$ cat config.mk
export PLATFORM = sky130hd
export DESIGN_NAME = round_sequencer
export DESIGN_NICKNAME = d
export VERILOG_FILES = /design/src/rtl/round_seq_pkg.sv /design/src/rtl/button_edge.sv /design/src/rtl/round_sequencer.sv
export SDC_FILE = /design/constraint.sdc
export NUM_CORES = 1
export LEC_CHECK = 0
export CAP_MARGIN = 10
export CORE_UTILIZATION = 60
export CTS_CLUSTER_SIZE = 8
export DETAILED_ROUTE_END_ITERATION = 7
export GPL_TIMING_DRIVEN = 1
export PLACE_DENSITY_LB_ADDON = 0.08
export SLEW_MARGIN = 20
export SYNTH_ARGS = -nofsm -noshare
export SYNTH_HDL_FRONTEND = slang
export SYNTH_SLANG_ARGS = --single-unit
export TNS_END_PERCENT = 5
$ cat constraint.sdc
create_clock -name clk -period 4.46 [get_ports clk]
set_clock_uncertainty 0.15 [all_clocks]
set_input_delay 0.892 -clock clk [delete_from_list [all_inputs] [get_ports clk]]
set_output_delay 0.892 -clock clk [all_outputs]
set_load 0.05 [all_outputs]
$ cat src/rtl/round_seq_pkg.sv
// Shared types for the round sequencer: FSM state encoding and
// banner image numbers.
package round_seq_pkg;

    typedef enum logic [2:0] {
        S_IDLE,
        S_REGEN,
        S_COUNTDOWN,
        S_RUN,
        S_PAUSE,
        S_CLEARED,
        S_OVER
    } state_e;

    localparam int IMG_TITLE   = 0;
    localparam int IMG_PAUSE   = 1;
    localparam int IMG_CLEARED = 2;
    localparam int IMG_OVER    = 3;

endpackage

$ cat src/rtl/button_edge.sv
// Rising-edge detector for a level button. The history flop clears on
// reset, so a button held through reset release reads as a fresh press.
module button_edge (
    input  logic clk,
    input  logic arst_n,
    input  logic i_btn,
    output logic o_rise
);

    logic prev_q;
    logic prev_d;

    assign prev_d = i_btn;
    assign o_rise = i_btn & ~prev_q;

    always_ff @(posedge clk or negedge arst_n) begin
        if (!arst_n) begin
            prev_q <= 1'b0;
        end else begin
            prev_q <= prev_d;
        end
    end

endmodule

$ cat src/rtl/round_sequencer.sv
// Match/round sequencer: title, regeneration, countdown, run, pause and
// game-over banners. Define ROUND_SEQ_LIVES_EN to enable the lives counter.
module round_sequencer
    import round_seq_pkg::*;
#(
    parameter int TICK_CYCLES   = 25_000_000,
    parameter int COUNTDOWN_SEC = 3,
    parameter int LIVES         = 3,
    parameter int RATING_WIDTH  = 8,
    parameter int NUM_IMAGES    = 4
) (
    input  logic                          clk,
    input  logic                          arst_n,
    input  logic                          i_start,
    input  logic                          i_pause,
    input  logic                          i_win,
    input  logic                          i_lose,
    input  logic                          i_ready,
    output logic                          o_regenerate_level,
    output logic                          o_game_running,
    output logic [$clog2(NUM_IMAGES)-1:0] o_image_number,
    output logic [RATING_WIDTH-1:0]       o_rating,
    output logic [2:0]                    o_lives,
    output logic [3:0]                    o_countdown
);

    localparam int TW = (TICK_CYCLES > 1) ? $clog2(TICK_CYCLES) : 1;
    localparam int IW = $clog2(NUM_IMAGES);
    localparam logic [TW-1:0] TICK_LAST = TW'(TICK_CYCLES - 1);

    if (COUNTDOWN_SEC < 1 || COUNTDOWN_SEC > 15) begin : g_bad_countdown
        $error("COUNTDOWN_SEC must be 1..15");
    end
    if (LIVES < 1 || LIVES > 7) begin : g_bad_lives
        $error("LIVES must be 1..7");
    end

    state_e                  state_q, state_d;
    logic [TW-1:0]           tick_q, tick_d;
    logic [3:0]              cd_q, cd_d;
    logic [RATING_WIDTH-1:0] rating_q, rating_d;
    logic                    regen_q, regen_d;
    logic                    start_rise;
    logic                    pause_rise;
`ifdef ROUND_SEQ_LIVES_EN
    logic [2:0]              lives_q, lives_d;
`endif

    button_edge u_start_edge (
        .clk   (clk),
        .arst_n(arst_n),
        .i_btn (i_start),
        .o_rise(start_rise)
    );

    button_edge u_pause_edge (
        .clk   (clk),
        .arst_n(arst_n),
        .i_btn (i_pause),
        .o_rise(pause_rise)
    );

    always_ff @(posedge clk or negedge arst_n) begin
        if (!arst_n) begin
            state_q  <= S_IDLE;
            tick_q   <= '0;
            cd_q     <= '0;
            rating_q <= '0;
            regen_q  <= 1'b0;
`ifdef ROUND_SEQ_LIVES_EN
            lives_q  <= 3'(LIVES);
`endif
        end else begin
            state_q  <= state_d;
            tick_q   <= tick_d;
            cd_q     <= cd_d;
            rating_q <= rating_d;
            regen_q  <= regen_d;
`ifdef ROUND_SEQ_LIVES_EN
            lives_q  <= lives_d;
`endif
        end
    end

    always_comb begin
        state_d  = state_q;
        tick_d   = tick_q;
        cd_d     = cd_q;
        rating_d = rating_q;
`ifdef ROUND_SEQ_LIVES_EN
        lives_d  = lives_q;
`endif
        unique case (state_q)
            S_IDLE: begin
                if (start_rise) state_d = S_REGEN;
            end
            // regen_q marks the request cycle; ready is not trusted there
            S_REGEN: begin
                if (i_ready && !regen_q) begin
                    state_d = S_COUNTDOWN;
                    cd_d    = 4'(COUNTDOWN_SEC);
                    tick_d  = '0;
                end
            end
            S_COUNTDOWN: begin
                if (tick_q == TICK_LAST) begin
                    tick_d = '0;
                    cd_d   = cd_q - 4'd1;
                    if (cd_q == 4'd1) state_d = S_RUN;
                end else begin
                    tick_d = tick_q + 1'b1;
                end
            end
            S_RUN: begin
                if (i_lose) begin
`ifdef ROUND_SEQ_LIVES_EN
                    lives_d = lives_q - 3'd1;
                    state_d = (lives_q == 3'd1) ? S_OVER : S_REGEN;
`else
                    state_d = S_OVER;
`endif
                end else if (i_win) begin
                    if (rating_q != '1) rating_d = rating_q + 1'b1;
                    state_d = S_CLEARED;
                end else if (pause_rise) begin
                    state_d = S_PAUSE;
                end
            end
            S_PAUSE: begin
                if (pause_rise || start_rise) state_d = S_RUN;
            end
            S_CLEARED: begin
                if (start_rise) state_d = S_REGEN;
            end
            S_OVER: begin
                if (start_rise) begin
                    rating_d = '0;
`ifdef ROUND_SEQ_LIVES_EN
                    lives_d  = 3'(LIVES);
`endif
                    state_d  = S_REGEN;
                end
            end
            default: state_d = S_IDLE;
        endcase
        regen_d = (state_d == S_REGEN) && (state_q != S_REGEN);
    end

    always_comb begin
        o_game_running = 1'b0;
        o_image_number = IW'(IMG_TITLE);
        o_countdown    = 4'd0;
        unique case (state_q)
            S_RUN:       o_game_running = 1'b1;
            S_PAUSE:     o_image_number = IW'(IMG_PAUSE);
            S_CLEARED:   o_image_number = IW'(IMG_CLEARED);
            S_OVER:      o_image_number = IW'(IMG_OVER);
            S_COUNTDOWN: o_countdown    = cd_q;
            default:     ;
        endcase
    end

    assign o_regenerate_level = regen_q;
    assign o_rating           = rating_q;
`ifdef ROUND_SEQ_LIVES_EN
    assign o_lives            = lives_q;
`else
    assign o_lives            = 3'd0;
`endif

endmodule

==> results.txt, run 1 <==
Hold/Removal Path Class - flop to flop
Die X - 67.1 um
Period minus WS final - 3.45 ns
post-cts resize count - 0
Worst-Margin Slew - 0.950 ns
unrepaired setup endpoints after global routing - no
via count - 2242
Core ar. - 4030 um^2
drt pass-1 iters - 4
post-route ant nets - 0
Comb pwr share - 42.4%
Routability Congestion - 0.854
Root Buffer - clkbuf_8
Slew headroom - 36.7%
most common cell after layout, fill and taps aside - dfrtp_1
final hold viol count - 0
initial antenna violation count - 0
area leader, netlist - dfrtp_1
vias per cell - 6.23
Post-Synthesis Cells - 293
maximum vdd drop - 0.000344 V
CTS Buf Count - 5
Multi-input gate area - 1340 um^2
drc violations - 0
Area Overhead vs Synth - 12.1%
clock tree from TritonCTS - done
Worst Path Required - 3.42 ns
final setup vio count - 0
gr ovfl total - 0
Routed WL - 5.60 mm
Yosys Warn Count - 0
input/output buffers - 22
sw frac - 45.1%
setup total negative slack - 0 ns
global-route usage over all layers - 27.2%
f_max - 289 MHz
Die H - 67.1 um
CP Class - flop to output pin
maxcap violations - 0
Int Power - 0.000776 W
Worst Path Arrival - 2.41 ns
fraction of layout cells with a size suffix above 1 - 6.13%
fin nets - 320
dominant synthesized flop cell - dfrtp_1
later-pin clock latency in the skew report - 0.30 ns
DR WL/cell - 15.6 um
initial DRC count - 202
Final period util - 77.5%
power density over the cells - 496 nW/um^2
largest net degree at the start of global routing - 45
post-CTS setup buffers - 0
Setup WS post-layout - 1.01 ns
number of global-route vias before repair - 1916
number of synthesized flops with an enable pin - 0
Max Buffers Root-to-Sink - 2
Post-DP HPWL - 3.86 mm
Mapped Area - 2540 um^2
crit end category - output pin
post-synthesis cell type count - 47
post-synthesis async set-or-reset flop share - 100%
clock sinks - 43
Sequential Area - 1080 um^2
Seq pwr share - 40.3%
# rows - 23
initial core utilization - 63.1%
commonest non-fill, non-tap cells in the layout - 43 x dfrtp_1, 27 x nand2_1, 21 x clkdlybuf4s50_1
Worst-path clk slew - 0.09 ns
sequential-to-total area share from yosys stat - 42.3%
H-tree depth - 2
Net Switching - 0.000638 W
startpoint types - flop
die area - 4500 um^2
Slew Viols, Final - 0
status - finished clean
Syn Area/Cell - 8.67 um^2
P_leak - 1.20 nW
hold bufs inserted after CTS - 0
ant diodes - 0
post-synth top area share - 42.3%
largest cells by area after synthesis - dfrtp_1 42%, a31oi_1 4.2%, nand2_1 4.0%
clock share of power - 17.3%
crit path max fanout - 11
FILL cells - 340
Place WS - 1.38 ns
wire length of the first global-routing pass - 9.09 mm
num ports - 26
Yosys reg bits - 43
metal layers:
metal	vias to the layer above	part of all wire (%)	GRT usage (%)
li1	1106	-	-
met1	1085	50	40.6
met2	45	45	38.8
met3	6	4.4	6.16
met4	0	1.1	7.71
met5	-	0	0
per-stage QoR:
step | hold WS (ns) | total power (W) | instances | cell area, um^2 | util, %
floorplan | 0.294 | 0.00100 | 295 | 2550 | -
global placement | 0.323 | 0.00116 | 352 | 2770 | 68.6
CTS | 0.343 | 0.00142 | 360 | 2850 | 70.7
global route | 0.361 | 0.00150 | 360 | 2850 | 70.7
finish | 0.347 | 0.00141 | 360 | 2850 | 70.7
detailed placement | 0.326 | 0.00117 | 352 | 2770 | 68.6
final timing paths:
check	start	slack (ns)	cells after the start	endpoint
worst min-delay path	tick_q[5]	0.35	1	tick_q[5]
worst max-delay path	state_q[1]	1.01	4	o_countdown[0]
max in group asynchronous	arst_n	2.98	1	tick_q[1]
min in group asynchronous	arst_n	0.58	1	u_start_edge.prev_q
worst min register to register	tick_q[5]	0.35	1	tick_q[5]
worst max register to register	tick_q[6]	1.62	5	cd_q[3]
power groups by stage:
stage                     logic (W)  registers (W)  clock network, W
final                      0.000599       0.000570          0.000244
after global routing       0.000654       0.000586          0.000264
after CTS                  0.000601       0.000569          0.000246
after detailed placement   0.000598       0.000576                 0
after global placement     0.000587       0.000573                 0
after floorplan            0.000418       0.000585                 0
state kept, by name, indices dropped and copies added, names as in the netlist:
register / cells
cd_q: 4
o_regenerate_level: 1
o_rating: 8
u_start_edge.prev_q: 1
u_pause_edge.prev_q: 1
state_q: 3
tick_q: 25
cells in the mapped netlist (all sizes together) (2+ instances only):
library cell / count
ha: 4
buf: 4
nand3: 16
xnor2: 2
inv: 14
or4: 8
or3: 6
dfrtp: 43
a22o: 6
xor2: 5
nand2: 27
nor4: 2
and4: 2
nand2b: 7
nor2: 17
and3: 6
nor2b: 7
o21ai: 20
nand4: 4
or2: 4
a21oi: 19
o31ai: 5
a31oi: 17
o211ai: 2
and2: 5
nor4bb: 2
nor3: 5
a41oi: 5
clkbuf: 13
worst max-delay path, cell delays in order (launching register included):
cell             delay [ns]
dfrtp_1                0.51
nor2b_1                0.36
nand2b_1               0.22
nor2_1                 0.19
clkdlybuf4s50_1        0.83
cells by family after synthesis:
logic type	share of synthesized area, %
simple gates	25.8
compound gates	21.8
flops	42.3
buf+inv	5.07
xor+xnor	2.41
fa+ha+maj	1.97
other cells	0.148
mux	0.443
final cells by class:
cell class | count | area share [%]
Clock buffer | 5 | 2.42
Clock inverter | 3 | 0.527
Inverter | 14 | 1.84
Multi-Input combinational cell | 221 | 47.2
Sequential cell | 43 | 37.8
Tap cell | 50 | 2.20
Timing Repair Buffer | 24 | 8.08
(Power assumes the default switching activity.)
==> run 2, diff against run 1 <==
- CORE_UTILIZATION: 60 -> 51
- clock period: 4.46 -> 3.15 ns (I/O delays scaled with it)
==> run 2 against run 1 <==
  * Final area grew 1.8%
  * Global-route usage shrank 3.4 points
  * Sequential cell count is the same
  * Critical path type unchanged
  * Largest cell class unchanged
==> results.txt, run 2 (same netlist as run 1, synthesis figures left out) <==
status - finished clean (unchanged)
crit path max fanout - 12 (was 11)
Largest Register - tick_q (unchanged)
maximum vdd drop - 0.000469 V (was 0.000344 V)
startpoint types - flop (unchanged)
Worst-Margin Slew - 0.669 ns (was 0.950 ns)
Design Area, Final - 2900 um^2 (was 2850 um^2)
power density over the cells - 709 nW/um^2 (was 496 nW/um^2)
Net Switching - 0.000912 W (was 0.000638 W)
Area Overhead vs Synth - 14.2% (was 12.1%)
Die H - 72.6 um (was 67.1 um)
post-cts resize count - 0 (unchanged)
input/output buffers - 22 (unchanged)
Reg-to-Reg Start - tick_q[15] (was tick_q[6])
Root Buffer - clkbuf_8 (unchanged)
hold bufs inserted after CTS - 0 (unchanged)
post-route ant nets - 0 (unchanged)
total power - 0.00206 W (was 0.00141 W)
critical-path cell list - nor2b_1, nand2b_1, nor2_1, clkdlybuf4s50_1 (unchanged)
final hold viol count - 0 (unchanged)
setup total negative slack - 0 ns (unchanged)
clock sinks - 43 (unchanged)
Die X - 72.6 um (was 67.1 um)
gr ovfl total - 0 (unchanged)
Slew Viols, Final - 0 (unchanged)
H-tree depth - 2 (unchanged)
via count - 2260 (was 2242)
R2R setup slack - 0.44 ns (was 1.62 ns)
f_max - 336 MHz
P_leak - 1.22 nW (was 1.20 nW)
CP bufs+invs - 1 (unchanged)
most common cell after layout, fill and taps aside - dfrtp_1 (unchanged)
maxcap violations - 0 (unchanged)
drt pass-1 iters - 4 (unchanged)
largest net degree at the start of global routing - 44 (was 45)
clock tree from TritonCTS - done (unchanged)
CP max stage delay - 0.81 ns (was 0.83 ns)
crit end category - output pin (unchanged)
later-pin clock latency in the skew report - 0.29 ns (was 0.30 ns)
vias per cell - 5.95 (was 6.23)
fraction of layout cells with a size suffix above 1 - 7.67% (was 6.13%)
clock share of power - 17.3% (about the same)
fin nets - 324 (was 320)
CP Class - flop to output pin (unchanged)
wire length of the first global-routing pass - 9.67 mm (was 9.09 mm)
Int Power - 0.00115 W (was 0.000776 W)
Slew headroom - 54.2% (was 36.7%)
Period minus WS final - 2.97 ns
initial DRC count - 219 (was 202)
Final period util - 94.4%
Post-DP Area - 2810 um^2 (was 2770 um^2)
kind of cell adding the most delay to the critical path - buffers and inverters (unchanged)
# rows - 25 (was 23)
Seq pwr share - 38.9% (was 40.3%)
Comb pwr share - 43.8% (was 42.4%)
Reg2Reg Depth - 5 (unchanged)
DR WL/cell - 15.3 um (was 15.6 um)
Routed WL - 5.80 mm (was 5.60 mm)
reg-to-reg endpoint - cd_q[3] (unchanged)
Max Buffers Root-to-Sink - 2 (unchanged)
FILL cells - 431 (was 340)
sw frac - 44.3% (was 45.1%)
unrepaired setup endpoints after global routing - no (unchanged)
drc violations - 0 (unchanged)
Worst-path clk slew - 0.08 ns (was 0.09 ns)
ant diodes - 0 (unchanged)
max reg flops - 25 (unchanged)
Routability Congestion - 0.866 (was 0.854)
commonest non-fill, non-tap cells in the layout - 43 x dfrtp_1, 27 x nand2_1, 20 x o21ai_0 (was 43 x dfrtp_1, 27 x nand2_1, 21 x clkdlybuf4s50_1)
Post-DP HPWL - 4.03 mm (was 3.86 mm)
final setup vio count - 0 (unchanged)
Worst Path Arrival - 2.19 ns (was 2.41 ns)
num ports - 26 (unchanged)
CTS Buf Count - 5 (unchanged)
Hold/Removal Path Class - input pin to async pin (was flop to flop)
Core ar. - 4750 um^2 (was 4030 um^2)
slowest CP cell - clkdlybuf4s50_1 (unchanged)
number of global-route vias before repair - 1982 (was 1916)
initial core utilization - 53.4% (was 63.1%)
initial antenna violation count - 0 (unchanged)
post-CTS setup buffers - 0 (unchanged)
global-route usage over all layers - 23.7% (was 27.2%)
die area - 5270 um^2 (was 4500 um^2)
Worst Path Required - 2.37 ns (was 3.42 ns)
[run 2: changes by cell type in the layout (fill, tap and decap cells not counted)]
| cell | change |
|---|---|
| clkinv_2 | -2 |
| clkdlybuf4s50_1 | -2 |
| buf_4 | +7 |
| buf_2 | -1 |
| clkbuf_8 | +1 |
[run 2: power by group through the flow]
stage,Clock (W),Combinational (W),Sequential (W)
finish,0.000357,0.000901,0.000800
global route,0.000391,0.000980,0.000821
CTS,0.000369,0.000898,0.000796
detailed placement,0,0.000894,0.000806
global placement,0,0.000889,0.000803
floorplan,0,0.000592,0.000828
[run 2: worst max path at each step]
stage                           from             end  slack (ns)  depth (start not counted)
after global routing      state_q[0]  o_countdown[1]        0.07                          4
after CTS                 state_q[0]  o_countdown[1]        0.18                          4
after global placement     tick_q[6]         cd_q[3]        0.48                          5
after floorplan            tick_q[6]         cd_q[3]        0.61                          5
after detailed placement  tick_q[15]         cd_q[3]        0.45                          5
final                     state_q[0]  o_countdown[1]        0.18                          4
[run 2: layer usage]
layer	GRT usage (%)	routed length [um]	part of all wire, %	vias to the layer above
met5	0	0	0	-
met4	5.88	40	0.69	0
met3	5.25	274	4.7	4
met2	33.9	2530	44	57
met1	36.3	2950	51	1086
li1	-	-	-	1113
[run 2: final cells by class]
| cell class | count | area, um^2 | share of cell area (%) |
|---|---|---|---|
| multi-input cells | 221 | 1340 | 46.3 |
| flip-flops and latches | 43 | 1080 | 37.1 |
| repair buffers | 28 | 258 | 8.88 |
| well taps | 67 | 83.8 | 2.89 |
| clock buffers | 6 | 82.6 | 2.85 |
| inverters | 14 | 52.6 | 1.81 |
| clock inverters | 1 | 5.00 | 0.172 |
[run 2: stage by stage]
stage,worst slack (ns),util [%],hold slack (ns),cells
2_1_floorplan,0.613,-,0.184,295
3_3_place_gp,0.482,59.1,0.325,373
3_5_place_dp,0.452,59.1,0.330,373
4_1_cts,0.183,61.0,0.339,380
5_1_grt,0.0709,61.0,0.213,380
6_report,0.177,61.0,0.170,380
==> run 3, diff against run 2 <==
- CORE_MARGIN: unset -> 5
==> run 3 against run 2 <==
  * Via count up 1.4%
  * Register-to-register slack got worse by 0.04 ns
  * Combinational power down 0.9%
  * Critical path type unchanged
  * Largest cell class unchanged
  * Largest power group unchanged
==> results.txt, run 3 (same netlist as run 1, synthesis figures left out) <==
status - finished clean (unchanged)
drc violations - 0 (unchanged)
num ports - 26 (unchanged)
fraction of layout cells with a size suffix above 1 - 7.32% (was 7.67%)
Max Buffers Root-to-Sink - 2 (unchanged)
Critical Path End - o_game_running (was o_countdown[1])
critical-path cell list - nor2b_1, nand2_1, inv_1, clkdlybuf4s50_1 (was nor2b_1, nand2b_1, nor2_1, clkdlybuf4s50_1)
largest net degree at the start of global routing - 44 (unchanged)
Worst-Margin Slew - 0.953 ns (was 0.669 ns)
via count - 2292 (was 2260)
die area - 6490 um^2 (was 5270 um^2)
metal2 WL - 2.60 mm (was 2.53 mm)
hold bufs inserted after CTS - 0 (unchanged)
drt pass-1 iters - 4 (unchanged)
Routed WL - 5.82 mm (was 5.80 mm)
Worst Path Arrival - 2.16 ns (was 2.19 ns)
input/output buffers - 22 (unchanged)
fin cells - 381 (was 380)
H-tree depth - 2 (unchanged)
initial core utilization - 53.1% (was 53.4%)
number of global-route vias before repair - 2083 (was 1982)
CTS Buf Count - 5 (unchanged)
R2R setup slack - 0.40 ns (was 0.44 ns)
startpoint types - flop (unchanged)
CP bufs+invs - 2 (was 1)
initial DRC count - 233 (was 219)
placed cells - 373 (unchanged)
unrepaired setup endpoints after global routing - no (unchanged)
crit end category - output pin (unchanged)
CP Depth - 4 (unchanged)
Reg2Reg Depth - 5 (unchanged)
post-route ant nets - 0 (unchanged)
Post-DP HPWL - 4.15 mm (was 4.03 mm)
Design Area, Final - 2890 um^2 (was 2900 um^2)
ant diodes - 0 (unchanged)
max layer used - met4 (unchanged)
Worst Path Required - 2.37 ns (about the same)
setup total negative slack - 0 ns (unchanged)
f_max - 340 MHz (was 336 MHz)
total power - 0.00204 W (was 0.00206 W)
gr ovfl total - 0 (unchanged)
Worst-path clk slew - 0.08 ns (about the same)
Post-DP Area - 2810 um^2 (unchanged)
Reg-to-Reg Start - tick_q[6] (was tick_q[15])
Largest Register - tick_q (unchanged)
clock tree from TritonCTS - done (unchanged)
post-CTS setup buffers - 0 (unchanged)
slowest CP cell - clkdlybuf4s50_1 (unchanged)
# rows - 25 (unchanged)
clock sinks - 43 (unchanged)
fin nets - 324 (unchanged)
final setup vio count - 0 (unchanged)
vias per cell - 6.02 (was 5.95)
post-cts resize count - 0 (unchanged)
initial antenna violation count - 0 (unchanged)
Die H - 80.6 um (was 72.6 um)
Hold/Removal Path Class - input pin to async pin (unchanged)
Final period util - 93.4% (was 94.4%)
final core utilization - 60.4% (was 61.0%)
Period minus WS final - 2.94 ns (was 2.97 ns)
wire length of the first global-routing pass - 10.2 mm (was 9.67 mm)
P_leak - 1.21 nW (was 1.22 nW)
Area Overhead vs Synth - 13.8% (was 14.2%)
most common cell after layout, fill and taps aside - dfrtp_1 (unchanged)
CP Class - flop to output pin (unchanged)
commonest non-fill, non-tap cells in the layout - 43 x dfrtp_1, 27 x nand2_1, 20 x o21ai_0 (unchanged)
power density over the cells - 704 nW/um^2 (was 709 nW/um^2)
Slew headroom - 36.4% (was 54.2%)
max reg flops - 25 (unchanged)
kind of cell adding the most delay to the critical path - buffers and inverters (unchanged)
maxcap violations - 0 (unchanged)
Post-Route M1 WL - 2.84 mm (was 2.95 mm)
CP max stage delay - 0.80 ns (was 0.81 ns)
Core ar. - 4790 um^2 (was 4750 um^2)
Root Buffer - clkbuf_8 (unchanged)
final hold viol count - 0 (unchanged)
Routability Congestion - 0.874 (was 0.866)
met3 WL - 313 um (was 274 um)
crit path from - state_q[2] (was state_q[0])
Slew Viols, Final - 0 (unchanged)
Die X - 80.6 um (was 72.6 um)
maximum vdd drop - 0.000474 V (was 0.000469 V)
later-pin clock latency in the skew report - 0.30 ns (was 0.29 ns)
DR WL/cell - 15.3 um (about the same)
crit path max fanout - 15 (was 12)
reg-to-reg endpoint - cd_q[3] (unchanged)
global-route usage over all layers - 19.9% (was 23.7%)
## run 3: cell types whose count changed in the layout (fill, tap and decap cells not counted)
cell and change:
buf_2 +1, buf_4 -1, clkbuf_1 +2, clkbuf_8 -1
## run 3: layout make-up
cell class	instances	area [um^2]
clock inverter	1	5.00
inverter	14	52.6
tap	67	83.8
clock buffer	7	76.3
fill	424	1890
timing repair buffer	28	255
sequential	43	1080
multi-input combinational	221	1340
## run 3: through the flow
step | worst slack (ns) | hold WS [ns]
finish | 0.207 | 0.325
global route | 0.0573 | 0.389
CTS | 0.207 | 0.349
detailed placement | 0.415 | 0.329
global placement | 0.487 | 0.331
floorplan | 0.613 | 0.184
## run 3: worst min path at each step
stage / cells after the start / to / start / slack (ns)
floorplan: 0 / cd_q[0] / arst_n / 0.18
global placement: 1 / tick_q[5] / tick_q[5] / 0.33
detailed placement: 1 / tick_q[24] / tick_q[24] / 0.33
CTS: 1 / tick_q[24] / tick_q[24] / 0.35
global route: 1 / tick_q[5] / tick_q[5] / 0.39
finish: 1 / o_regenerate_level / arst_n / 0.33
## run 3: power by group
part / leakage (nW) / internal [W] / switching (W) / total, W
logic: 0.603 / 0.000317 / 0.000576 / 0.000893
clock network: 0.0422 / 0.000156 / 0.000185 / 0.000341
registers: 0.569 / 0.000656 / 0.000146 / 0.000802
## run 3: per-layer routing
metal,track usage [%],vias up
met5,0,-
met4,5.57,0
met3,3.25,5
met2,29.1,62
met1,30.0,1111
li1,-,1114
## run 3: worst reg2reg max path: cells and delay by family, from the launching register on
family / cells / cell delay, ns
AOI/OAI and AO/OA: 2 / 0.56
and+or+nand+nor: 3 / 1.55
DFF: 1 / 0.41
==> patch: new RTL, settings of run 3 <==
Build with the macro `ROUND_SEQ_LIVES_EN` defined.
--- a/src/rtl/round_sequencer.sv
+++ b/src/rtl/round_sequencer.sv
@@ -1,5 +1,7 @@
 // Match/round sequencer: title, regeneration, countdown, run, pause and
 // game-over banners. Define ROUND_SEQ_LIVES_EN to enable the lives counter.
+`define ROUND_SEQ_LIVES_EN
+
 module round_sequencer
     import round_seq_pkg::*;
 #(
Formal check against the unedited RTL: not equivalent (a bounded check fails within 4 cycles, from zero or initial values and one cycle with arst_n low).
==> patch against run 3 <==
Cell area up 7.2%. Sequential cell count up 3. Wire length about the same. Die area up 5.0%. Power up 16%. Setup slack better by 0.084 ns. Critical path depth unchanged. Area after synthesis up 5.8%.
==> patch: results <==
[logic_synthesis]
synth_cell_types = 58
synth.area.top_cells = "dfrtp_1 (41%), nand2_1 (4.5%), nand3_1 (4.1%), nor2_1 (3.6%), a21oi_1 (2.8%)"
ys_top_cells_by_count = "dfrtp_1 (44), nand2_1 (32), nor2_1 (26)"
ys_seq_area_share_pct = 42.9
syn_nets = 307
async_flop_share_pct = 100
synth_warnings = 0

[routing]
drt_pre_antenna_iters = 4
num_vias = 2268
drc_errors = 0
routedWlPerCell_um = 14.9
drt_iter0_markers = 142

[clocking]
cts_max_path_buffers = 2
clk-insertion-delay-late_ns = 0.30
cts_buffers = 5
path_clk_slew_ns = 0.09
cts_root_buffer = "clkbuf_8"
cts_max_level = 2

[outcome]
outcome = "finished, final reports clean"

[grt]
track_usage_pct = 19.3
grt_max_degree = 31
antenna_found_initial = 0
grt_pass1_wl_um = 10100
grt_pass1_vias = 2150

[place]
dpl-instance-area_um2 = 2990
port_buffers = 25
dp_hpwl_um = 4160
gp_congestion = 0.784

[cells_and_area]
largest_register_ffs = 25
antennaDiodeCount = 0
top_register = "tick_q"
fin_nets = 333
layout-drive-gt1-share_pct = 8.72

[power_and_ir_drop]
leakagePower_nw = 1.31
ir_drop_uv = 448

[critical_path]
crit_arrival_ns = 2.08
worstReg2RegEnd = "tick_q[24]"
cp_max_fo = 11
reg2regPathDepth = 7
rr_startpoint = "tick_q[0]"
setup.worst_path.end = "o_countdown[3]"
r2r_slack_ns = 0.69
startpoint = "state_q[0]"

[timing]
slew_headroom_pct = 53.2

[worst_hold_path]
hp-class = "in2async"
[patch: cell types whose count changed in the layout (fill, tap and decap cells not counted), sizes merged, moves of 4 or more]
| cell | run 3 | this run |
|---|---|---|
| a21oi | 19 | 15 |
| a22o | 6 | 1 |
| a31oi | 17 | 9 |
| and3 | 6 | 2 |
| nand2 | 27 | 32 |
| nand3 | 16 | 23 |
| nand4 | 4 | 9 |
| nor2 | 17 | 27 |
| nor3 | 5 | 9 |
| nor4 | 2 | 6 |
| o21ai | 20 | 12 |
| or4 | 8 | 3 |
[patch: power by group]
part,internal [mW],switching (mW),leakage (nW),total [mW]
Sequential,0.727,0.176,0.607,0.903
Combinational,0.371,0.654,0.649,1.02
Clock,0.238,0.199,0.0524,0.437
Total,1.34,1.03,1.31,2.36
[patch: worst min-delay path by stage]
| stage | startpoint | to | slack (ns) | cells after the start |
|---|---|---|---|---|
| final | arst_n | tick_q[12] | 0.08 | 1 |
| after global routing | arst_n | tick_q[13] | 0.1 | 1 |
| after CTS | arst_n | tick_q[13] | 0.09 | 1 |
| after detailed placement | tick_q[21] | tick_q[21] | 0.32 | 1 |
| after global placement | tick_q[21] | tick_q[21] | 0.32 | 1 |
| after floorplan | arst_n | cd_q[0] | 0.18 | 0 |
[patch: layer usage]
metal	vias up	GRT usage, %	share of wire, %
met3	7	3.36	3.1
li1	1121	-	-
met4	0	5.88	1.3
met5	-	0	0
met1	1109	27.3	49
met2	31	30.3	47
[patch: critical path, cell delays in order, from the launching register on]
cell and delay [ns]:
dfrtp_1 0.48, nand2b_1 0.21, nor2_1 0.15, and2_1 0.15
clkdlybuf4s50_1 0.80
[patch: repair_timing]
action                                  in CTS  in global routing
endpoints found under the setup margin       0                  2
setup buffers                                0                  0
gates resized for setup                      0                  2
[patch: cells by family after synthesis]
| kind of cell | after synthesis | synth area share (%) |
|---|---|---|
| DFF | 46 | 42.9 |
| adders and majority gates | 6 | 2.79 |
| buffers and inverters | 24 | 4.47 |
| muxes | 3 | 1.16 |
| and+or+nand+nor | 141 | 29.2 |
| xor gates and xnor gates | 11 | 3.59 |
| AOI/OAI and AO/OA | 63 | 15.8 |
[patch: stage by stage]
stage | worst slack [ns] | hold slack [ns] | cells
after floorplan | 0.549 | 0.184 | 294
after global placement | 0.457 | 0.316 | 383
after detailed placement | 0.411 | 0.318 | 383
after CTS | 0.0610 | 0.0898 | 391
after global routing | 0.164 | 0.0994 | 391
final | 0.291 | 0.0810 | 391
[patch: cell type report]
type,instances,area (um2)
clock inverter,1,30.0
sequential,46,1150
clock buffer,7,76.3
fill,464,2010
timing repair buffer,31,295
inverter,12,45.0
multi-input combinational,224,1410
tap,70,87.6
